--- src/rtl/maze_path_replayer.sv ---
// rtl/maze_path_replayer.sv - direction stack capture and absolute-cell path replay for the maze solver
// Stores pushed/popped 2-bit moves, then streams the cells reached from (0,0) with bounds trapping.
module maze_path_replayer #(
    parameter int DEPTH = 256,
    parameter int AW    = 8
) (
    input  logic          clk,
    input  logic          rst,
    input  logic          dir_push,
    input  logic          dir_pop,
    input  logic [1:0]    dir_in,
    input  logic          start,
    input  logic          clear,
    input  logic          step_ready,
    output logic          step_valid,
    output logic [3:0]    step_x,
    output logic [3:0]    step_y,
    output logic [1:0]    step_dir,
    output logic          step_last,
    output logic [AW:0]   count,
    output logic          busy,
    output logic          done,
    output logic          at_goal,
    output logic          bound_err,
    output logic          overflow_err
);
    typedef enum logic [1:0] {S_LOAD, S_REPLAY, S_DONE, S_ERROR} state_t;

    localparam logic [AW:0] FULL = (AW+1)'(DEPTH);
    localparam logic [AW:0] ONE  = (AW+1)'(1);

    state_t        state_q, state_d;
    logic [1:0]    mem_q [DEPTH];
    logic [AW:0]   count_q, count_d;
    logic [AW:0]   rd_ptr_q, rd_ptr_d;
    logic [3:0]    pos_x_q, pos_x_d, pos_y_q, pos_y_d;
    logic [3:0]    step_x_q, step_x_d, step_y_q, step_y_d;
    logic [1:0]    step_dir_q, step_dir_d;
    logic          step_valid_q, step_valid_d, step_last_q, step_last_d;
    logic          done_q, done_d, at_goal_q, at_goal_d;
    logic          bound_err_q, bound_err_d, overflow_err_q, overflow_err_d;

    logic          mem_we;
    logic [AW-1:0] mem_waddr;
    logic          xfer;
    logic [1:0]    cur_dir;
    logic [3:0]    src_x, src_y, nxt_x, nxt_y;
    logic          nxt_oob;

    always_ff @(posedge clk or negedge rst) begin
        if (!rst) begin
            state_q        <= S_LOAD;
            count_q        <= '0;
            rd_ptr_q       <= '0;
            pos_x_q        <= '0;
            pos_y_q        <= '0;
            step_x_q       <= '0;
            step_y_q       <= '0;
            step_dir_q     <= '0;
            step_valid_q   <= 1'b0;
            step_last_q    <= 1'b0;
            done_q         <= 1'b0;
            at_goal_q      <= 1'b0;
            bound_err_q    <= 1'b0;
            overflow_err_q <= 1'b0;
        end else begin
            state_q        <= state_d;
            count_q        <= count_d;
            rd_ptr_q       <= rd_ptr_d;
            pos_x_q        <= pos_x_d;
            pos_y_q        <= pos_y_d;
            step_x_q       <= step_x_d;
            step_y_q       <= step_y_d;
            step_dir_q     <= step_dir_d;
            step_valid_q   <= step_valid_d;
            step_last_q    <= step_last_d;
            done_q         <= done_d;
            at_goal_q      <= at_goal_d;
            bound_err_q    <= bound_err_d;
            overflow_err_q <= overflow_err_d;
        end
    end

    always_ff @(posedge clk) begin
        if (mem_we) begin
            mem_q[mem_waddr] <= dir_in;
        end
    end

    // rd_ptr always names the next entry to load; on a transfer the next step chains off the one leaving
    always_comb begin
        xfer    = step_valid_q && step_ready;
        src_x   = xfer ? step_x_q : pos_x_q;
        src_y   = xfer ? step_y_q : pos_y_q;
        cur_dir = mem_q[rd_ptr_q[AW-1:0]];
        nxt_x   = src_x;
        nxt_y   = src_y;
        nxt_oob = 1'b0;
        case (cur_dir)
            2'b00: begin nxt_oob = (src_x == 4'd0);  nxt_x = src_x - 4'd1; end
            2'b01: begin nxt_oob = (src_y == 4'd15); nxt_y = src_y + 4'd1; end
            2'b10: begin nxt_oob = (src_y == 4'd0);  nxt_y = src_y - 4'd1; end
            default: begin nxt_oob = (src_x == 4'd15); nxt_x = src_x + 4'd1; end
        endcase
    end

    always_comb begin
        state_d        = state_q;
        count_d        = count_q;
        rd_ptr_d       = rd_ptr_q;
        pos_x_d        = pos_x_q;
        pos_y_d        = pos_y_q;
        step_x_d       = step_x_q;
        step_y_d       = step_y_q;
        step_dir_d     = step_dir_q;
        step_valid_d   = step_valid_q;
        step_last_d    = step_last_q;
        done_d         = done_q;
        at_goal_d      = at_goal_q;
        bound_err_d    = bound_err_q;
        overflow_err_d = overflow_err_q;
        mem_we         = 1'b0;
        mem_waddr      = count_q[AW-1:0];

        if (clear) begin
            state_d        = S_LOAD;
            count_d        = '0;
            step_valid_d   = 1'b0;
            step_last_d    = 1'b0;
            done_d         = 1'b0;
            at_goal_d      = 1'b0;
            bound_err_d    = 1'b0;
            overflow_err_d = 1'b0;
        end else begin
            case (state_q)
                S_LOAD: begin
                    if (start) begin
                        if (count_q == '0) begin
                            state_d   = S_DONE;
                            done_d    = 1'b1;
                            at_goal_d = 1'b0;
                        end else begin
                            state_d  = S_REPLAY;
                            pos_x_d  = '0;
                            pos_y_d  = '0;
                            rd_ptr_d = '0;
                        end
                    end else if (dir_push && dir_pop && count_q != '0) begin
                        mem_we    = 1'b1;
                        mem_waddr = count_q[AW-1:0] - AW'(1);
                    end else if (dir_push) begin
                        if (count_q == FULL) begin
                            overflow_err_d = 1'b1;
                        end else begin
                            mem_we  = 1'b1;
                            count_d = count_q + ONE;
                        end
                    end else if (dir_pop && count_q != '0) begin
                        count_d = count_q - ONE;
                    end
                end
                S_REPLAY: begin
                    if (xfer) begin
                        pos_x_d = step_x_q;
                        pos_y_d = step_y_q;
                        if (step_last_q) begin
                            state_d      = S_DONE;
                            step_valid_d = 1'b0;
                            step_last_d  = 1'b0;
                            done_d       = 1'b1;
                            at_goal_d    = (step_x_q == 4'd15) && (step_y_q == 4'd15);
                        end
                    end
                    if (!step_valid_q || (xfer && !step_last_q)) begin
                        if (nxt_oob) begin
                            state_d      = S_ERROR;
                            bound_err_d  = 1'b1;
                            step_valid_d = 1'b0;
                            step_last_d  = 1'b0;
                        end else begin
                            step_x_d     = nxt_x;
                            step_y_d     = nxt_y;
                            step_dir_d   = cur_dir;
                            step_valid_d = 1'b1;
                            step_last_d  = (rd_ptr_q + ONE) == count_q;
                            rd_ptr_d     = rd_ptr_q + ONE;
                        end
                    end
                end
                default: begin
                end
            endcase
        end
    end

    always_comb begin
        busy         = (state_q == S_REPLAY);
        step_valid   = step_valid_q;
        step_x       = step_x_q;
        step_y       = step_y_q;
        step_dir     = step_dir_q;
        step_last    = step_last_q;
        count        = count_q;
        done         = done_q;
        at_goal      = at_goal_q;
        bound_err    = bound_err_q;
        overflow_err = overflow_err_q;
    end
endmodule

--- config.mk ---
export PLATFORM = sky130hd
export DESIGN_NAME = maze_path_replayer
export DESIGN_NICKNAME = d
export VERILOG_FILES = /design/src/rtl/maze_path_replayer.sv
export SDC_FILE = /design/constraint.sdc
export NUM_CORES = 1
export LEC_CHECK = 0
export CAP_MARGIN = 5
export CORE_MARGIN = 2
export CORE_UTILIZATION = 50
export CTS_CLUSTER_SIZE = 24
export DETAILED_ROUTE_END_ITERATION = 12
export PLACE_DENSITY = 0.66
export SETUP_SLACK_MARGIN = 0.15
export SLEW_MARGIN = 10
export SYNTH_ARGS = -nofsm -noshare
export SYNTH_HDL_FRONTEND = slang
export SYNTH_SLANG_ARGS = --single-unit
--- constraint.sdc ---
create_clock -name clk -period 8.09 [get_ports clk]
set_clock_uncertainty 0.1 [all_clocks]
set_input_delay 1.618 -clock clk [delete_from_list [all_inputs] [get_ports clk]]
set_output_delay 1.618 -clock clk [all_outputs]
set_load 0.02 [all_outputs]
==> results.sh, run 1 <==
export IMPL_fin_ws_ns=2.141
export IMPL_grt_pass1_vias=14171
export IMPL_die_w_um=224.4
export IMPL_powerDensity_mw_per_mm2=269.4
export IMPL_crit_fanout=52
export IMPL_grt_max_degree=161
export IMPL_ys_seq_area_share_pct=67.86
export IMPL_dr_pass1_iters=5
export IMPL_peakVddDrop_mv=0.1763
export IMPL_clock_power_share_pct=36.4
export IMPL_switching_share_pct=27.33
export IMPL_max_freq_mhz=168.1
export IMPL_yosysUniqueCellTypes=69
export IMPL_postCtsHoldBufs=0
export IMPL_fin_crit_sh_pct=73.54
export IMPL_synthCells=1586
export IMPL_worstSetupEndpointType="flip-flop"
export IMPL_finalNonFillerCells=2264
export IMPL_whs_path_depth=2
export IMPL_synth_compound_area_share_pct=4.664
export IMPL_synth_net_count=1615
export IMPL_synth_top_family_by_area="multiplexers"
export IMPL_netlist_area_mm2=0.02428
export IMPL_dpl_cell_area_mm2=0.02514
export IMPL_seqPwrFrac_pct=45.7
export IMPL_p_leak_nw=8.377
export IMPL_grt_total_usage_pct=23.66
export IMPL_required_ns=8.52
export IMPL_grt_antenna_before_repair=0
export IMPL_synth_yosys_warnings=0
export IMPL_cts_tree="yes"
export IMPL_synth_xor_area_share_pct=1.082
export IMPL_critPathLaunch="rd_ptr_q[0]"
export IMPL_dp_cells=2159
export IMPL_antenna_left=0
export IMPL_intPower_mw=5.292
export IMPL_initial_core_util_pct=50.75
export IMPL_power_switching_mw=1.990
export IMPL_finalPower_mw=7.282
export IMPL_hold_violations=0
export IMPL_reg2reg_depth=16
export IMPL_cts_sinks=556
export IMPL_critical_path_startpoint_type="flip-flop"
export IMPL_r2r_start="rd_ptr_q[0]"
export IMPL_clk_pin_slew_ns=0.06
export IMPL_diodes=0
export IMPL_die_area_mm2=0.05034
export IMPL_grt_ovfl_total=0
export IMPL_place_hpwl_um=34970
export IMPL_critPathKind="flip-flop to flip-flop"
export IMPL_synth_simple_gate_area_share_pct=9.296
export IMPL_fin_setup_tns_ns=0
export IMPL_nets=1631
export IMPL_cts_resized=0
export IMPL_slew_violations=0
export IMPL_finalInstanceArea_mm2=0.02703
export IMPL_synth_ff_latch_count=556
export IMPL_finalSetupViolCount=0
export IMPL_design_core_area_mm2=0.04785
export IMPL_boundaryPins=35
export IMPL_drt_iter0_markers=1835
export IMPL_synth_edff_count=512
export IMPL_cts_buffer_depth=3
export IMPL_crit_end="step_x[3]"
export IMPL_timing_final_crit_period_ns=5.949
export IMPL_via_per_inst=6.181
export IMPL_synthArstFlopShare_pct=7.914
export IMPL_drive_gt1_share_pct=16.37
export IMPL_dp_slack_ns=2.041
export IMPL_drc=0
export IMPL_die_h_um=224.4
export IMPL_critPathArrivalTime_ns=6.38
export IMPL_vias=13993
export IMPL_io_buffer_count=34
export IMPL_gp_congestion=0.8387
export IMPL_wl_um=58330
export IMPL_p_comb_share_pct=17.9
export IMPL_syn2layout_area_growth_pct=11.31
export IMPL_cts_root_buf="clkbuf_16"
export IMPL_hold_start="done"
export IMPL_synthFlopType="edfxtp_1"
export IMPL_rrSetupSlack_ns=2.14
export IMPL_grt_pass1_wl_um=87710
export IMPL_maxCapViolations=0
export IMPL_tightest_slew_ns=1.191
export IMPL_post_cts_setup_buffer_count=0
export IMPL_rows=80
export IMPL_yosys_area_share_adder_pct=1.123
export IMPL_synth_mux_area_share_pct=13.63
export IMPL_synth_avg_cell_area_um2=15.31
export IMPL_rsz0062_at_grt="no"
export IMPL_cts_htree_levels=2
export IMPL_relSlewSlack_pct=20.61
export IMPL_cts_made_buffers=56
export IMPL_hold_path_class="flip-flop to flip-flop"
export IMPL_timing_rr_end="step_x[3]"
export IMPL_status="finished clean"
export IMPL_clkLatencyLatePin_ns=0.62
export IMPL_wl_per_cell_um=25.76
[power by group through the flow]
| stage | registers, mW | logic (mW) | clock network (mW) |
|---|---|---|---|
| 6_report | 3.33 | 1.31 | 2.65 |
| 2_1_floorplan | 3.34 | 0.938 | 0 |
| 5_1_grt | 3.34 | 1.42 | 2.79 |
| 3_3_place_gp | 3.39 | 1.29 | 0 |
| 3_5_place_dp | 3.39 | 1.31 | 0 |
| 4_1_cts | 3.33 | 1.31 | 2.68 |
[state kept, by name, indices dropped and copies added, names as in the netlist]
name / count
overflow_err: 1
mem_q: 512
pos_x_q: 4
step_last: 1
step_valid: 1
at_goal: 1
done: 1
rd_ptr_q: 9
pos_y_q: 4
step_x: 4
count: 9
step_y: 4
bound_err: 1
state_q: 2
step_dir: 2
[cell families after synthesis]
logic type,count (synthesis)
xor+xnor,30
mux,168
buf+inv,126
compound gates,168
flops,556
simple gates,518
fa+ha+maj,20
[layer usage]
metal,vias up,share of wire (%),global-route usage [%]
met1,7134,40,32.11
met4,0,3.7,8.823
met3,127,7.8,4.324
li1,6121,-,-
met2,611,48,38.55
met5,-,0,0
[worst min path at each step]
stage             endpoint
4_1_cts        rd_ptr_q[8]
3_5_place_dp   rd_ptr_q[8]
2_1_floorplan  rd_ptr_q[8]
5_1_grt        rd_ptr_q[8]
6_report              done
3_3_place_gp          done
[metrics by stage]
step	hold WS [ns]	utilization [%]
2_1_floorplan	0.3643	-
3_3_place_gp	0.3804	52.55
3_5_place_dp	0.3890	52.55
4_1_cts	0.4026	56.49
5_1_grt	0.4175	56.49
6_report	0.3989	56.49
[cell usage after synthesis (7+ instances only)]
| cell type | n | share of area [%] |
|---|---|---|
| nor4_1 | 7 | 0.18 |
| mux2i_1 | 27 | 1.1 |
| edfxtp_1 | 512 | 63 |
| or2_2 | 9 | 0.23 |
| dfrtp_1 | 44 | 4.5 |
| buf_4 | 9 | 0.28 |
| nand2_1 | 82 | 1.3 |
| ha_1 | 17 | 0.88 |
| mux4_2 | 129 | 12 |
| xnor2_1 | 18 | 0.65 |
| xor2_1 | 12 | 0.43 |
| inv_1 | 24 | 0.37 |
| clkbuf_1 | 48 | 0.74 |
| nand2b_1 | 15 | 0.39 |
| a31oi_1 | 7 | 0.18 |
| buf_2 | 38 | 0.78 |
| a22oi_1 | 21 | 0.65 |
| nor2b_1 | 7 | 0.18 |
| nor3_1 | 18 | 0.37 |
| a21oi_1 | 33 | 0.68 |
| nor2_1 | 310 | 4.8 |
| nand3_1 | 21 | 0.43 |
| o31ai_1 | 9 | 0.28 |
| a22o_1 | 12 | 0.43 |
| or3_1 | 13 | 0.33 |
| o21ai_0 | 35 | 0.72 |
| nand4_1 | 11 | 0.28 |
| mux2_2 | 11 | 0.51 |
[critical path, cell delays in order (launching register included)]
cell	delay (ns)
dfrtp_4	0.92
buf_12	0.40
mux4_2	0.55
mux2_2	0.27
a221o_1	0.30
nor4_1	0.36
nand3b_1	0.17
o31ai_1	0.16
inv_1	0.13
ha_1	0.17
mux4_2	0.50
nor3_1	0.38
nor3_2	0.19
nand2_1	0.60
a21oi_1	0.18
mux2_2	0.29
a21oi_1	0.12
[cell type report]
type / count / area (µm²)
flip-flops and latches: 556 / 16480
clock inverters: 36 / 380.4
clock buffers: 69 / 1503
repair buffers: 58 / 555.5
multi-input cells: 904 / 7238
fillers: 3747 / 20820
inverters: 26 / 97.59
well taps: 615 / 769.5
[cell usage in the layout, fill, tap and decap left out, drive strengths merged, types with 15 or more instances in the layout]
master	n
buf	27
clkbuf	69
clkinv	24
nor3	19
xnor2	18
mux2i	27
inv	26
a22oi	21
a21oi	33
nor2	311
edfxtp	512
nand3	21
clkdlybuf4s50	31
nand2	82
dfrtp	44
nand2b	15
ha	17
mux4	129
o21ai	38
Power figures use the tool's default switching activity.
==> inputs of run 2 (changes only) <==
- PLACE_DENSITY: 0.66 -> 0.68
- clock period: 8.09 -> 5.3 ns (I/O delays scaled with it)
==> results.sh, run 2 (same netlist as run 1, synthesis figures left out) <==
export IMPL_status="finished clean"
export IMPL_cts_buffer_depth=3
export IMPL_final_util_pct=57.41
export IMPL_crit_fanout=19
export IMPL_timing_final_crit_period_ns=4.909
export IMPL_design_core_area_mm2=0.04785
export IMPL_grt_pass1_vias=14439
export IMPL_maxCapViolations=0
export IMPL_cts_tree="yes"
export IMPL_dr_pass1_iters=5
export IMPL_io_buffer_count=34
export IMPL_timing_rr_end="step_y[3]"
export IMPL_finalInstanceArea_mm2=0.02747
export IMPL_vias=14364
export IMPL_cts_made_buffers=57
export IMPL_final_cell_mix="512 x edfxtp_1, 310 x nor2_1, 129 x mux4_2"
export IMPL_critPathArrivalTime_ns=5.36
export IMPL_cts_htree_levels=2
export IMPL_drive_gt1_share_pct=18.73
export IMPL_rows=80
export IMPL_diodes=0
export IMPL_syn2layout_area_growth_pct=13.12
export IMPL_dpl_cell_area_mm2=0.02561
export IMPL_critical_path_startpoint_type="flip-flop"
export IMPL_rsz0062_at_grt="no"
export IMPL_gp_congestion=0.8905
export IMPL_postCtsHoldBufs=0
export IMPL_clk_pin_slew_ns=0.06
export IMPL_initial_core_util_pct=50.75
export IMPL_place_hpwl_um=36830
export IMPL_finalPower_mw=11.10
export IMPL_nets=1685
export IMPL_grt_antenna_before_repair=0
export IMPL_r2r_start="rd_ptr_q[0]"
export IMPL_die_area_mm2=0.05034
export IMPL_boundaryPins=35
export IMPL_die_w_um=224.4
export IMPL_relSlewSlack_pct=23.76
export IMPL_reg2reg_depth=19
export IMPL_multiInputGateArea_mm2=0.007243
export IMPL_cts_root_buf="clkbuf_16"
export IMPL_regMostFlops="mem_q"
export IMPL_fillers=3705
export IMPL_die_h_um=224.4
export IMPL_max_freq_mhz=203.7
export IMPL_grt_pass1_wl_um=89310
export IMPL_largest_reg_flops=512
export IMPL_finalSetupViolCount=0
export IMPL_slew_violations=0
export IMPL_tightest_slew_ns=1.144
export IMPL_p_leak_nw=8.615
export IMPL_drt_iter0_markers=1498
export IMPL_whs_ns=0.1919
export IMPL_hold_path_class="input port to asynchronous set/reset pin"
export IMPL_fin_crit_sh_pct=92.63
export IMPL_antenna_left=0
export IMPL_clkLatencyLatePin_ns=0.61
export IMPL_grt_ovfl_total=0
export IMPL_worstSetupEndpointType="flip-flop"
export IMPL_via_per_inst=6.210
export IMPL_critPathKind="flip-flop to flip-flop"
export IMPL_grt_total_usage_pct=23.88
export IMPL_required_ns=5.75
export IMPL_drc=0
export IMPL_powerDensity_mw_per_mm2=404.0
export IMPL_wl_um=59080
export IMPL_fin_setup_tns_ns=0
export IMPL_wl_per_cell_um=25.54
export IMPL_hold_violations=0
export IMPL_seq_area_mm2=0.01648
export IMPL_grt_max_degree=127
export IMPL_critPathLaunch="rd_ptr_q[0]"
export IMPL_crit_end="step_y[3]"
export IMPL_peakVddDrop_mv=0.2560
export IMPL_rrSetupSlack_ns=0.39
export IMPL_cts_sinks=556
export IMPL_mostFrequentLayoutCell="edfxtp_1"
## run 2: through the flow
step           std cells  worst slack [ns]
2_1_floorplan       1586            0.8168
3_3_place_gp        2206            0.1891
3_5_place_dp        2206            0.1204
4_1_cts             2311            0.2659
5_1_grt             2313            0.1173
6_report            2313            0.3906
## run 2: how the worst min path moves through the flow
stage	startpoint	slack, ns	to	cells past startpoint
detailed placement	done	0.39	done	2
global placement	done	0.38	done	2
finish	rst	0.19	count[7]	1
CTS	rst	0.16	count[7]	1
floorplan	rd_ptr_q[8]	0.36	rd_ptr_q[8]	1
global route	rst	0.18	count[7]	1
## run 2: metal layers
| layer | part of all wire, % | global-route usage (%) | wire (µm) | up-vias |
|---|---|---|---|---|
| met1 | 39 | 31.59 | 23230 | 7342 |
| li1 | - | - | - | 6236 |
| met3 | 9.6 | 6.479 | 5695 | 134 |
| met5 | 0 | 0 | 0 | - |
| met4 | 3.3 | 8.374 | 1968 | 0 |
| met2 | 48 | 38.44 | 28200 | 652 |
## run 2: area by class of cell
cell class                      instances  share of cell area, %
Timing Repair Buffer                  111                  3.999
Clock inverter                         30                  1.075
Tap cell                              615                  2.801
Clock buffer                           71                  5.384
Inverter                               26                 0.3553
Sequential cell                       556                  60.01
Multi-Input combinational cell        904                  26.37
## run 2: worst max-delay path: stages, from the launching register on
cell and delay [ns]:
dfrtp_4 0.46, buf_4 0.15, buf_12 0.19, mux4_2 0.52
a22o_1 0.25, a221oi_1 0.36, buf_4 0.18, o21ai_0 0.13
nor3_1 0.32, o31ai_2 0.14, inv_1 0.11, ha_1 0.18
mux4_2 0.51, nor3_1 0.29, nor3_2 0.16, nand2_2 0.24
buf_4 0.20, a21oi_1 0.07, mux2i_1 0.15, o21a_1 0.13
## run 2: what timing repair did
| item | CTS | global route |
|---|---|---|
| setup endpoints to repair | 5 | 11 |
| resized for setup | 0 | 3 |
| pin swaps | 0 | 1 |
| buffers inserted | 4 | 2 |
## run 2: power by group
group / switching (mW) / internal [mW] / total, mW
logic: 1.23 / 0.962 / 2.20
clock network: 1.66 / 2.22 / 3.88
registers: 0.154 / 4.87 / 5.02
total: 3.05 / 8.05 / 11.1
==> RTL edit: new RTL, flow settings as in run 2 <==
One comparison of `count_q` changes from == to >=.
--- a/src/rtl/maze_path_replayer.sv
+++ b/src/rtl/maze_path_replayer.sv
@@ -149,7 +149,7 @@
                         mem_we    = 1'b1;
                         mem_waddr = count_q[AW-1:0] - AW'(1);
                     end else if (dir_push) begin
-                        if (count_q == FULL) begin
+                        if (count_q >= FULL) begin
                             overflow_err_d = 1'b1;
                         end else begin
                             mem_we  = 1'b1;
Formal check against the unedited RTL: same outputs for any inputs over 4 cycles, from zero or initial values and one cycle with rst low; that may be too few to reach the edited logic, so the function may still have changed.
==> RTL edit against run 2 <==
Via count up 4.3%. Core utilization down 0.10 points. Area after synthesis up 1.3%. Sequential cell count unchanged. Non-clock buffer count up 11. Clock power up 2%. Power up 14%. Routed wire length up 5.0%. Setup slack better by 0.027 ns. Count of clock-buffer cells in the layout down 6. Cell area up 1.7%. Critical path depth down 2. Critical endpoint unchanged.
==> RTL edit: results (changes against run 2) <==
| Metric | Value |
|---|---|
| Outcome | completed |
| Vias/cell | 6.12 (-1.4%) |
| Detailed Place HPWL | 38.7 mm (+5.1%) |
| Initial antenna violation count | 1 (+1) |
| Reg with most FFs | mem_q |
| Hold Crit Class | reg -> reg |
| Netlist cell types | 78 (+13%) |
| Crit-path max cell delay | 0.59 ns (+0.07 ns) |
| Share of the yosys chip area belonging to registers | 67.0% (-0.85 points) |
| CTS max path bufs | 3 (unchanged) |
| Leakage power | 8.86 nW (+2.9%) |
| CTS buffer count | 55 (-3.5%) |
| Final nets | 1767 (+4.9%) |
| WP data arrival | 5.28 ns (-0.08 ns) |
| Share of cells above drive strength 1 | 18.4% (-0.29 points) |
| Largest register FFs | 512 (unchanged) |
| H-tree lvl count | 2 (unchanged) |
| Clk slew on worst S/H paths | 0.07 ns |
| Post-synth EDFFs | 512 (unchanged) |
| Routed WL | 62.1 mm (+5.0%) |
| FFs w/ async S/R, synth | 7.91% (unchanged) |
| Synth area leaders | edfxtp_1 63%, mux4_2 8.5%, dfrtp_1 4.5% |
| Root buf cell | clkbuf_16 |
| Ys flop type | edfxtp_1 |
| Slew @ Worst Pin | 1.02 ns (-0.127 ns) |
| CP max-delay cell | dfrtp_4 |
| GRT Util Overall | 24.8% (+0.93 points) |
| Largest net degree at the start of global routing | 121 (-4.7%) |
| GRT Residual Overflow | 0 (unchanged) |
| Crit-path max FO | 34 (+15) |
| Sw frac | 31.2% (+3.7 points) |
| GP Congestion | 0.900 (+1.0%) |
| Top cells by count, synth | 512 x edfxtp_1, 293 x nor2_1, 99 x nand2_1 |
| Post-synthesis xor/xnor area fraction | 1.13% (+0.047 points) |
| Mux cell area share after synthesis | 12.4% (-1.3 points) |
| VDD IR max | 0.252 mV (-1.6%) |
| Syn Nets | 1699 (+5.2%) |
| Worst-Skew Late Latency | 0.62 ns |
| Setup violators final | 0 (unchanged) |
| Synth Area in Adders | 1.11% (-0.014 points) |
| Vias in the first global route | 14952 (+3.6%) |
| Iter 0 DRT Violations | 1593 (+6.3%) |
| First-pass GRT wire length | 93.5 mm (+4.7%) |
| Number of synthesis warnings | 0 (unchanged) |
| # diodes | 0 (unchanged) |
| Crit path max-delay family | multiplexers |
| Placed Area | 26100 µm² (+1.7%) |
| FILL cells | 3753 (+1.3%) |
| DR pass1 iterations | 5 (unchanged) |
| Post-synthesis compound-gate area fraction | 6.22% (+1.6 points) |
| PortBufs | 34 (unchanged) |
==> RTL edit: power by group through the flow <==
stage	registers [mW]	clock network [mW]	logic [mW]
5_1_grt	5.11	4.16	3.90
4_1_cts	5.09	4.00	3.60
3_5_place_dp	5.18	0	3.58
6_report	5.09	3.96	3.63
3_3_place_gp	5.18	0	3.55
2_1_floorplan	5.11	0	2.40
==> RTL edit: timing repair <==
| action | CTS | global route |
|---|---|---|
| buffers inserted | 0 | 2 |
| gates resized for setup | 1 | 6 |
| endpoints found under the setup margin | 9 | 21 |
==> RTL edit: routing by layer <==
| metal | GRT usage, % | share of wire [%] |
|---|---|---|
| met1 | 33.0 | 39 |
| met2 | 40.4 | 48 |
| met3 | 5.14 | 8.8 |
| met4 | 9.57 | 3.9 |
| met5 | 0 | 0.015 |
==> RTL edit: final cells by class <==
class                   count  area [µm²]  area share, %
clock buffers              65        1430           5.13
clock inverters            38         395           1.42
inverters                  23        86.3          0.309
multi-input cells         980        7560           27.1
flip-flops and latches    556       16500           59.0
well taps                 664         831           2.97
repair buffers            122        1150           4.11
==> RTL edit: logic make-up (layout without fill, tap and decap cells) <==
group	after synthesis	count (layout)
AO/OA/AOI/OAI	212	212
XOR/XNOR	30	30
adder cells (fa/ha/maj)	20	20
buffers and inverters	134	248
flip-flops	556	556
multiplexers	185	185
AND/OR/NAND/NOR	533	533
==> RTL edit: final timing paths <==
path                             start           to  slack [ns]  cells after the start
setup / recovery           rd_ptr_q[0]    step_y[3]        0.42                     17
hold / removal               bound_err    bound_err        0.40                      2
setup reg to reg           rd_ptr_q[0]    step_y[3]        0.42                     17
hold reg to reg              bound_err    bound_err        0.40                      2
max in group asynchronous          rst  rd_ptr_q[0]        3.83                      1
min in group asynchronous          rst     count[5]        0.52                      1
==> RTL edit: per-stage QoR <==
stage	hold slack, ns	setup WS [ns]	std cells
finish	0.396	0.418	2448
global route	0.439	0.144	2448
CTS	0.400	0.281	2446
detailed placement	0.383	-0.00850	2343
global placement	0.375	0.136	2343
floorplan	0.405	0.784	1670
==> RTL edit: worst register-to-register path, stage by stage (launching register included) <==
cell and delay [ns]:
dfrtp_4 0.59, buf_16 0.28, mux4_2 0.55, mux4_2 0.45
and2_1 0.17, a311oi_2 0.35, nor3_1 0.09, nor3b_1 0.28
buf_4 0.17, or2_2 0.12, ha_1 0.16, mux4_2 0.53
nor3_2 0.26, nor4_2 0.13, buf_4 0.19, a31oi_1 0.17
a21o_1 0.11, nand3_1 0.07
